===== src/rtl/uart_pkg.sv =====
// Shared types and helpers for the runtime-configurable UART receiver.
package uart_pkg;

  localparam int UART_SYNC_STAGES = 2;

  typedef enum logic [2:0] {
    S_IDLE,
    S_START,
    S_DATA,
    S_PARITY,
    S_STOP,
    S_BREAK
  } uart_rx_state_t;

  // 00=5, 01=6, 10=7, 11=8 data bits
  function automatic logic [3:0] data_bits_f(input logic [1:0] cfg_data_bits);
    return 4'd5 + {2'b00, cfg_data_bits};
  endfunction

endpackage


===== src/rtl/uart_rx_cfg_if.sv =====
// Valid/ready frame delivery from the receiver to the RX FIFO or register file.
interface uart_rx_cfg_if #(
  parameter int MAX_DATA_BITS = 8
);
  logic                     m_valid;
  logic                     m_ready;
  logic [MAX_DATA_BITS-1:0] m_data;
  logic                     m_parity_err;
  logic                     m_frame_err;

  modport master (
    output m_valid,
    output m_data,
    output m_parity_err,
    output m_frame_err,
    input  m_ready
  );

  modport slave (
    input  m_valid,
    input  m_data,
    input  m_parity_err,
    input  m_frame_err,
    output m_ready
  );
endinterface


===== src/rtl/uart_rx_sampler.sv =====
// Line synchronizer, oversampling bit counter and 3-sample majority voter.
module uart_rx_sampler
  import uart_pkg::*;
#(
  parameter int OVERSAMPLE = 16
) (
  input  logic clk,
  input  logic arst_n,
  input  logic tick,
  input  logic rx,
  input  logic cnt_clr,
  output logic rxs,
  output logic bit_val,
  output logic bit_mid,
  output logic bit_end
);

  localparam int CW = $clog2(OVERSAMPLE);
  localparam int M  = OVERSAMPLE / 2;

  logic [UART_SYNC_STAGES-1:0] sync_q;
  logic [CW-1:0]               cnt;
  logic [1:0]                  smp_q;

  always_ff @(posedge clk or negedge arst_n) begin
    if (!arst_n) sync_q <= '1;
    else         sync_q <= {sync_q[UART_SYNC_STAGES-2:0], rx};
  end

  assign rxs = sync_q[UART_SYNC_STAGES-1];

  // Explicit wrap keeps non-power-of-two oversample ratios correct
  always_ff @(posedge clk or negedge arst_n) begin
    if (!arst_n)                                   cnt <= '0;
    else if (cnt_clr)                              cnt <= '0;
    else if (tick && cnt == CW'(OVERSAMPLE - 1))   cnt <= '0;
    else if (tick)                                 cnt <= cnt + 1'b1;
  end

  always_ff @(posedge clk or negedge arst_n) begin
    if (!arst_n) begin
      smp_q <= 2'b11;
    end else if (tick) begin
      if (cnt == CW'(M - 1)) smp_q[0] <= rxs;
      if (cnt == CW'(M))     smp_q[1] <= rxs;
    end
  end

  // Third sample is taken live so the vote is ready on the mid strobe itself
  assign bit_val = (smp_q[0] & smp_q[1]) | (smp_q[0] & rxs) | (smp_q[1] & rxs);
  assign bit_mid = tick && (cnt == CW'(M + 1));
  assign bit_end = tick && (cnt == CW'(OVERSAMPLE - 1));

endmodule


===== src/rtl/uart_rx_cfg.sv =====
// UART receiver with per-frame latched format: FSM, shift register, error flags
// and the one-entry output holding register.
module uart_rx_cfg
  import uart_pkg::*;
#(
  parameter int OVERSAMPLE    = 16,
  parameter int MAX_DATA_BITS = 8
) (
  input  logic          clk,
  input  logic          arst_n,
  input  logic          tick,
  input  logic          rx,
  input  logic [1:0]    cfg_data_bits,
  input  logic          cfg_parity_en,
  input  logic          cfg_parity_odd,
  input  logic          cfg_stop2,
  uart_rx_cfg_if.master m,
  output logic          overrun_error,
  output logic          break_det
);

  uart_rx_state_t           state_q, state_d;
  logic                     rxs, bit_val, bit_mid, bit_end;
  logic                     start, complete, is_break, ferr_now, load;
  logic [1:0]               bits_q;
  logic                     par_en_q, par_odd_q, stop2_q;
  logic [2:0]               bit_idx_q, last_idx;
  logic                     stop_idx_q;
  logic [MAX_DATA_BITS-1:0] data_q;
  logic                     perr_q, ferr_q, pbit_q, stop0_q;

  uart_rx_sampler #(.OVERSAMPLE(OVERSAMPLE)) u_sampler (
    .clk     (clk),
    .arst_n  (arst_n),
    .tick    (tick),
    .rx      (rx),
    .cnt_clr (start),
    .rxs     (rxs),
    .bit_val (bit_val),
    .bit_mid (bit_mid),
    .bit_end (bit_end)
  );

  assign last_idx = 3'(data_bits_f(bits_q) - 4'd1);
  assign ferr_now = ferr_q | ~bit_val;
  // With one stop bit the first stop bit is the one being voted right now
  assign is_break = (data_q == '0) && (!par_en_q || !pbit_q) &&
                    (stop2_q ? !stop0_q : !bit_val);

  always_ff @(posedge clk or negedge arst_n) begin
    if (!arst_n) state_q <= S_IDLE;
    else         state_q <= state_d;
  end

  always_comb begin
    state_d  = state_q;
    start    = 1'b0;
    complete = 1'b0;
    case (state_q)
      S_IDLE: begin
        if (!rxs) begin
          state_d = S_START;
          start   = 1'b1;
        end
      end
      S_START: begin
        if (bit_mid && bit_val) state_d = S_IDLE;
        else if (bit_end)       state_d = S_DATA;
      end
      S_DATA: begin
        if (bit_end && bit_idx_q == last_idx)
          state_d = par_en_q ? S_PARITY : S_STOP;
      end
      S_PARITY: begin
        if (bit_end) state_d = S_STOP;
      end
      S_STOP: begin
        if (bit_mid && stop_idx_q == stop2_q) begin
          complete = 1'b1;
          state_d  = is_break ? S_BREAK : S_IDLE;
        end
      end
      S_BREAK: begin
        if (rxs) state_d = S_IDLE;
      end
      default: state_d = S_IDLE;
    endcase
  end

  always_ff @(posedge clk or negedge arst_n) begin
    if (!arst_n) begin
      bits_q     <= '0;
      par_en_q   <= 1'b0;
      par_odd_q  <= 1'b0;
      stop2_q    <= 1'b0;
      bit_idx_q  <= '0;
      stop_idx_q <= 1'b0;
      data_q     <= '0;
      perr_q     <= 1'b0;
      ferr_q     <= 1'b0;
      pbit_q     <= 1'b0;
      stop0_q    <= 1'b1;
    end else if (start) begin
      bits_q     <= cfg_data_bits;
      par_en_q   <= cfg_parity_en;
      par_odd_q  <= cfg_parity_odd;
      stop2_q    <= cfg_stop2;
      bit_idx_q  <= '0;
      stop_idx_q <= 1'b0;
      data_q     <= '0;
      perr_q     <= 1'b0;
      ferr_q     <= 1'b0;
      pbit_q     <= 1'b0;
      stop0_q    <= 1'b1;
    end else begin
      case (state_q)
        S_DATA: begin
          if (bit_mid) data_q[bit_idx_q] <= bit_val;
          if (bit_end) bit_idx_q <= bit_idx_q + 3'd1;
        end
        S_PARITY: begin
          if (bit_mid) begin
            perr_q <= (^data_q) ^ bit_val ^ par_odd_q;
            pbit_q <= bit_val;
          end
        end
        S_STOP: begin
          if (bit_mid) begin
            ferr_q <= ferr_now;
            if (!stop_idx_q) stop0_q <= bit_val;
          end
          if (bit_end) stop_idx_q <= 1'b1;
        end
        default: ;
      endcase
    end
  end

  assign load = complete && !is_break && (!m.m_valid || m.m_ready);

  always_ff @(posedge clk or negedge arst_n) begin
    if (!arst_n) begin
      m.m_valid      <= 1'b0;
      m.m_data       <= '0;
      m.m_parity_err <= 1'b0;
      m.m_frame_err  <= 1'b0;
      overrun_error  <= 1'b0;
      break_det      <= 1'b0;
    end else begin
      overrun_error <= complete && !is_break && m.m_valid && !m.m_ready;
      break_det     <= complete && is_break;
      if (load) begin
        m.m_valid      <= 1'b1;
        m.m_data       <= data_q;
        m.m_parity_err <= perr_q;
        m.m_frame_err  <= ferr_now;
      end else if (m.m_valid && m.m_ready) begin
        m.m_valid <= 1'b0;
      end
    end
  end

endmodule

===== src/flat_wrapper.sv =====
// flat-port wrapper written by rule: the top's interface ports become plain ports
module uart_rx_cfg_flat import uart_pkg::*;
#(
  parameter int OVERSAMPLE    = 16,
  parameter int MAX_DATA_BITS = 8
)
  (clk, arst_n, tick, rx, cfg_data_bits, cfg_parity_en, cfg_parity_odd, cfg_stop2, overrun_error, break_det, m_m_valid, m_m_data, m_m_parity_err, m_m_frame_err, m_m_ready);
  uart_rx_cfg_if #(.MAX_DATA_BITS(MAX_DATA_BITS)) m_i ();
  input  logic clk;
  input  logic arst_n;
  input  logic tick;
  input  logic rx;
  input  logic [1:0] cfg_data_bits;
  input  logic cfg_parity_en;
  input  logic cfg_parity_odd;
  input  logic cfg_stop2;
  output logic overrun_error;
  output logic break_det;
  output wire logic [$bits(m_i.m_valid)-1:0] m_m_valid;
  output wire logic [$bits(m_i.m_data)-1:0] m_m_data;
  output wire logic [$bits(m_i.m_parity_err)-1:0] m_m_parity_err;
  output wire logic [$bits(m_i.m_frame_err)-1:0] m_m_frame_err;
  input wire logic [$bits(m_i.m_ready)-1:0] m_m_ready;
  assign m_m_valid = m_i.m_valid;
  assign m_m_data = m_i.m_data;
  assign m_m_parity_err = m_i.m_parity_err;
  assign m_m_frame_err = m_i.m_frame_err;
  assign m_i.m_ready = m_m_ready;
  uart_rx_cfg #(.OVERSAMPLE(OVERSAMPLE), .MAX_DATA_BITS(MAX_DATA_BITS)) u_core (.clk(clk), .arst_n(arst_n), .tick(tick), .rx(rx), .cfg_data_bits(cfg_data_bits), .cfg_parity_en(cfg_parity_en), .cfg_parity_odd(cfg_parity_odd), .cfg_stop2(cfg_stop2), .m(m_i), .overrun_error(overrun_error), .break_det(break_det));
endmodule

===== config.mk =====
export PLATFORM = sky130hd
export DESIGN_NAME = uart_rx_cfg_flat
export DESIGN_NICKNAME = d
export VERILOG_FILES = /design/src/rtl/uart_pkg.sv /design/src/rtl/uart_rx_cfg_if.sv /design/src/rtl/uart_rx_sampler.sv /design/src/rtl/uart_rx_cfg.sv /design/src/flat_wrapper.sv
export SDC_FILE = /design/constraint.sdc
export NUM_CORES = 1
export LEC_CHECK = 0
export CAP_MARGIN = 0
export CORE_MARGIN = 3
export CORE_UTILIZATION = 56
export CTS_CLUSTER_DIAMETER = 30
export DETAILED_ROUTE_END_ITERATION = 7
export PLACE_DENSITY = 0.79
export SYNTH_ARGS = -nofsm -noshare
export SYNTH_HDL_FRONTEND = slang
export SYNTH_HIERARCHICAL = 1
export SYNTH_SLANG_ARGS = --single-unit

===== constraint.sdc =====
create_clock -name clk -period 2.94 [get_ports clk]
set_clock_uncertainty 0.1 [all_clocks]
set_input_delay 0.441 -clock clk [delete_from_list [all_inputs] [get_ports clk]]
set_output_delay 0.441 -clock clk [all_outputs]
set_load 0.1 [all_outputs]

==> results.md, run 1 <==
* Post-cts sizing count at 0
* Status: finished clean
* Final TNS setup at 0 ns
* Post-synthesis sequential area ratio at 49.0%
* Synth area leader: dfrtp_1
* DRC viols at 0
* WL final at 4400 um
* Fmax at 399 MHz
* Register Area at 1130 sq um
* Main combinational cell family by area after synthesis: simple AND/OR/NAND/NOR gates
* Fillers at 267
* Final period utilization at 85.3%
* I/O Pins at 23
* Worst EP required at 3.02 ns
* Power, Total at 1.91 mW
* Pwr per Cell Area at 707 nW/um^2
* CTS clk-pin slew, worst paths at 0.08 ns
* Min setup slack post-route at 0.432 ns
* Top delay family on crit path: simple AND/OR/NAND/NOR gates
* Syn Nets at 231
* Global route overflow at 0
* Max clock buf depth at 2
* Clock root cell: clkbuf_8
* Post-route antenna net violation count at 0
* CTS buffer count at 5
* Number of global-route vias before repair at 1,688
* Die Span X at 70.3 um
* Row count at 22
* CP Data Arrival Time at 2.59 ns
* Vias at 1,660
* Worst-Margin Slew at 0.972 ns
* Multiplexer share of the synthesized area at 14.0%
* GRT Total Usage at 19.5%
* Crit Reg-Reg Startpoint: u_core/u_sampler/cnt[1]
* Slew Limit Fails at 0
* Leak at 1.25 nW
* Crit-path slowest cell: clkdlybuf4s50_1
* Multi-input combinational cell area at 1090 sq um
* Layout cells sized above 1 at 23.8%
* Fin cells at 287
* HP Class: in2async
* Post-synth top flop: dfrtp_1
* Port bufs at 22
* VDD IR max at 0.000599 V
* TritonCTS Sinks at 45
* R2R setup slack at 0.53 ns
* Met2 Use GR at 31.6%
* Clk_lat worst skew at 0.30 ns
* Crit path buf inv count at 2
* Mapped Cells at 212
* Synth Area in XOR/XNOR at 3.79%
* Final worst path period need at 2.51 ns
* Hold_buf cts at 0
* Final setup violation count at 0
* Netlist Area Pre-Place at 2310 sq um
* Syn Area/Cell at 10.9 sq um
* Number of library cell types mapped by synthesis at 48
* Adder-cell area share of the yosys netlist at 5.30%
* Die ar. at 4940 sq um
* Top cell type's share of synthesized area at 43.3%
* CP max FO at 10
* FF+latch count, synth at 45
* Max stage delay on crit path at 0.47 ns
* Core area at 3830 sq um
* RSZ-0062 raised after global routing: no
* DR WL/cell at 15.3 um
* Worst setup EP type: flip-flop
* Async S/R FF share, synth at 100%
* Routing usage on met1 at 25.4%
* DRT Pass-1 Iters at 4
* GR peak layer: met2
* Vias per cell at 5.78
* # H-tree levels at 2
* # Post-CTS Setup Buffers at 0
* DR iter-0 viols at 138
* Compound-Gate Fraction of Synth Area at 7.79%
* Area grow syn2layout at 16.7%
* Max-cap check violation count at 0
* Rel. slew slack at 35.2%
* CP Launch Type: primary input
* First-pass GRT wire length at 7710 um
* CP Cell Sequence: clkdlybuf4s50_1 -> and2b_1 -> and3_1 -> nand2_1 -> or3_4 -> nor3_4 -> buf_4 -> mux2_2
* Starting density of the core at 60.4%
* Worst slack, placed at 0.142 ns
* Final hold violations at 0
* Placed Instances at 279
* Initial antenna violation count at 0
* Die height at 70.3 um
* EDFF count, synth at 0
* Register-to-Register Path Depth at 8
* Reg-to-reg endpoint: u_core/m.m_data[4]
* Met3 usage at 4.75%
* # diodes at 0
* Layout Nets at 257
* Synth Area in Simple Gates at 16.5%
* Worst path depth at 8
* Crit path kind: in2reg
* Syn. warnings at 6
* Hpwl dp at 3140 um
* Largest cells by area after synthesis: dfrtp_1 (43%), mux2_2 (8.8%), dfstp_2 (5.7%), mux2i_1 (5.2%), ha_1 (4.9%)
* Final Wtd Congestion at 0.882
* Largest net degree at the start of global routing at 46
* CTS tree: done
[stage by stage]
step           utilization, %  instance area (sq um)  hold WS [ns]
6_report                 70.5                   2700         0.206
5_1_grt                  70.5                   2700         0.269
4_1_cts                  70.5                   2700         0.229
3_5_place_dp             67.0                   2560         0.248
3_3_place_gp             67.0                   2560         0.246
2_1_floorplan               -                   2310        0.0454
[synth_stat cells, types with 2 or more instances]
library cell / number
nor3_1: 4
a211oi_1: 2
nor4b_1: 3
o221ai_1: 2
xnor2_1: 6
nand2_1: 10
nand3_1: 4
dfrtp_1: 40
mux2_2: 18
o21ai_0: 6
and3_1: 2
ha_1: 9
dfstp_2: 5
clkbuf_1: 7
inv_1: 12
mux2i_1: 12
nand4b_1: 3
nor2_1: 24
nand4_1: 2
buf_2: 2
nor2b_1: 2
xor2_1: 4
a21oi_1: 7
a211o_1: 2
[kinds of logic after synthesis]
logic type / Yosys count
and+or+nand+nor: 68
DFF: 45
muxes: 30
AOI/OAI and AO/OA: 27
buffers and inverters: 22
xor gates and xnor gates: 10
adders and majority gates: 10
[worst max path at each step]
stage	slack (ns)	endpoint	start
3_5_place_dp	0.14	u_core/m.m_data[0]	tick
4_1_cts	0.45	u_core/m.m_data[1]	tick
3_3_place_gp	0.22	u_core/m.m_data[3]	tick
2_1_floorplan	0.73	u_core/m.m_data[0]	u_core/u_sampler/cnt[2]
6_report	0.43	u_core/m.m_data[4]	tick
5_1_grt	0.34	u_core/m.m_data[0]	tick
[metal layers]
layer  up-vias  wire length (um)
met4         0                61
met2        47              2180
met1       810              1940
li1        796                 -
met5         -                 0
met3         7               213
[cell type report]
class	count	share of cell area [%]
sequential	45	42.0
tap	48	2.23
timing repair buffer	28	8.44
clock inverter	3	2.41
multi-input combinational	145	40.6
inverter	13	1.81
clock buffer	5	2.55
[placed cells by master, fill, tap and decap left out, drive strengths merged, types with 3 or more instances in the layout]
cell	n
dfstp	5
xnor2	6
a21oi	7
dfrtp	40
buf	20
nor4b	3
xor2	4
clkdlybuf4s50	8
mux2	18
nand2	10
nand4b	3
inv	13
nor2	24
mux2i	12
nand3	4
clkbuf	5
ha	9
o21ai	6
nor3	5
[state kept, by name, summed over array words and instances (netlist names)]
| signal | flops |
|---|---|
| u_core/data_q | 8 |
| u_core/m.m_data | 8 |
| u_core/u_sampler/cnt | 4 |
| u_core/bit_idx_q | 3 |
| u_core/state_q | 3 |
| u_core/bits_q | 2 |
| u_core/u_sampler/smp_q | 2 |
| u_core/u_sampler/sync_q | 2 |
| u_core/break_det | 1 |
| u_core/ferr_q | 1 |
| u_core/m.m_frame_err | 1 |
| u_core/m.m_parity_err | 1 |
| u_core/m.m_valid | 1 |
| u_core/overrun_error | 1 |
| u_core/par_en_q | 1 |
| u_core/par_odd_q | 1 |
| u_core/pbit_q | 1 |
| u_core/perr_q | 1 |
| u_core/stop0_q | 1 |
| u_core/stop2_q | 1 |
| u_core/stop_idx_q | 1 |
[where the power goes]
group | switching (mW) | internal (mW) | total, mW
Combinational | 0.278 | 0.255 | 0.533
Clock | 0.201 | 0.337 | 0.538
Sequential | 0.120 | 0.717 | 0.837
Note: power is estimated with default switching activity, not from simulation.
==> run 2: changes to the inputs <==
Settings changed: HOLD_SLACK_MARGIN from default to 0.15.
==> results of run 2 <==
No change in the layout: final DEF, timing and power equal those of run 1.
==> run 3: changes to the inputs <==
Settings changed: CTS_CLUSTER_SIZE from default to 14, MAX_ROUTING_LAYER from default to met4, TNS_END_PERCENT from default to 20.
==> run 3 against run 2 <==
Final cell count unchanged. Critical endpoint is now u_core/m.m_data[0]. Largest cell class unchanged. Critical path depth unchanged. Hold slack worse by 0.011 ns. Sequential share of layout area increased by 0.81 points. Largest power group unchanged. Global-route usage barely moved. Via count fell by 1.6%. Critical path type unchanged. Routed wire length is 2.9% lower.
==> results.md, run 3 (synthesis gave the netlist of run 1 again) <==
* Fin cells at 287
* Max Used Layer: met4
* Clock root cell: clkbuf_8
* Core area at 3830 sq um
* Met2 Routed Length at 2040 um
* Row count at 22
* DR WL/cell at 14.9 um
* Final TNS setup at 0 ns
* Starting density of the core at 60.4%
* Layout cells sized above 1 at 23.4%
* Die height at 70.3 um
* Port bufs at 22
* Reg-to-reg endpoint: u_core/m.m_data[0]
* Max clock buf depth at 2
* Register-to-Register Path Depth at 7
* Final core utilization at 69.2%
* Rel. slew slack at 36.3%
* CTS tree: done
* # H-tree levels at 2
* Hold Worst Slack at 0.195 ns
* Min setup slack post-route at 0.446 ns
* Post-route antenna net violation count at 0
* Slew Limit Fails at 0
* Post-cts sizing count at 0
* Hold_buf cts at 0
* Most frequent cells in the layout: dfrtp_1 (40), nor2_1 (24), buf_4 (19)
* Max-cap check violation count at 0
* Worst EP required at 3.02 ns
* Worst-Margin Slew at 0.955 ns
* Final hold violations at 0
* Worst slack, placed at 0.167 ns
* I/O Pins at 23
* Fmax at 401 MHz
* First-pass GRT wire length at 7560 um
* Leak at 1.23 nW
* Layout Nets at 257
* RSZ-0062 raised after global routing: no
* Met3 routed WL at 199 um
* CP max FO at 10
* Initial antenna violation count at 0
* Vias at 1,633
* DRC viols at 0
* CTS clk-pin slew, worst paths at 0.08 ns
* CP Data Arrival Time at 2.57 ns
* Fillers at 288
* CTS buffer count at 5
* Pwr per Cell Area at 654 nW/um^2
* Area grow syn2layout at 14.4%
* DRT Pass-1 Iters at 4
* Placed Instances at 279
* WL final at 4270 um
* M1 wire length at 1970 um
* # Post-CTS Setup Buffers at 0
* Die ar. at 4940 sq um
* Vias per cell at 5.69
* Final Wtd Congestion at 0.897
* Global route overflow at 0
* Biggest regs: u_core/data_q: 8 flops, u_core/m.m_data: 8 flops, u_core/u_sampler/cnt: 4 flops
* VDD IR max at 0.000461 V
* Crit path kind: in2reg
* Final period utilization at 84.8%
* Final setup violation count at 0
* Clk_lat worst skew at 0.29 ns
* CP Launch Type: primary input
* Final worst path period need at 2.49 ns
* Die Span X at 70.3 um
* Most common cell after layout, fill and taps aside: dfrtp_1
* Largest net degree at the start of global routing at 46
* GRT Total Usage at 19.6%
* # diodes at 0
* Worst setup EP type: flip-flop
* Crit Reg-Reg Startpoint: u_core/u_sampler/cnt[2]
* Status: finished clean
* R2R setup slack at 0.56 ns
* Number of global-route vias before repair at 1,616
* DR iter-0 viols at 67
* HP Class: in2async
* Hpwl dp at 3120 um
* TritonCTS Sinks at 45
[run 3: metal layers]
layer / vias up / GRT usage, %
met2: 49 / 30.5
met1: 775 / 26.2
met5: - / -
met3: 11 / 4.17
met4: 0 / 4.89
li1: 798 / -
[run 3: layout make-up]
type / instances / area, sq um / area share [%]
multi-input cells: 145 / 1090 / 41.4
clock inverters: 2 / 10.0 / 0.378
inverters: 13 / 48.8 / 1.84
well taps: 48 / 60.1 / 2.27
clock buffers: 6 / 72.6 / 2.74
repair buffers: 28 / 228 / 8.61
flip-flops and latches: 45 / 1130 / 42.8
[run 3: stage by stage]
stage               total power, mW  instance area [sq um]
floorplan                      1.23                   2310
global route                   1.85                   2650
finish                         1.73                   2650
detailed placement             1.38                   2560
CTS                            1.74                   2650
global placement               1.34                   2560
[run 3: how the worst max path moves through the flow]
stage | from | endpoint | slack [ns] | cells past startpoint
after floorplan | u_core/u_sampler/cnt[2] | u_core/m.m_data[0] | 0.73 | 6
after global placement | tick | u_core/m.m_data[3] | 0.22 | 8
after detailed placement | tick | u_core/m.m_data[0] | 0.17 | 8
after CTS | tick | u_core/m.m_data[0] | 0.48 | 8
after global routing | tick | u_core/m.m_data[0] | 0.39 | 8
final | tick | u_core/m.m_data[0] | 0.45 | 8
[run 3: worst max-delay path, cell delays in order]
cell             delay (ns)
clkdlybuf4s50_1        0.47
and2b_1                0.16
and3_1                 0.26
nand2_1                0.14
or3_4                  0.42
nor3_4                 0.11
buf_4                  0.21
mux2_2                 0.35
[run 3: where the power goes]
part           switching (mW)  internal (mW)  total, mW
sequential              0.125          0.717      0.841
clock                   0.196          0.165      0.361
combinational           0.276          0.253      0.529
total                   0.596           1.13       1.73
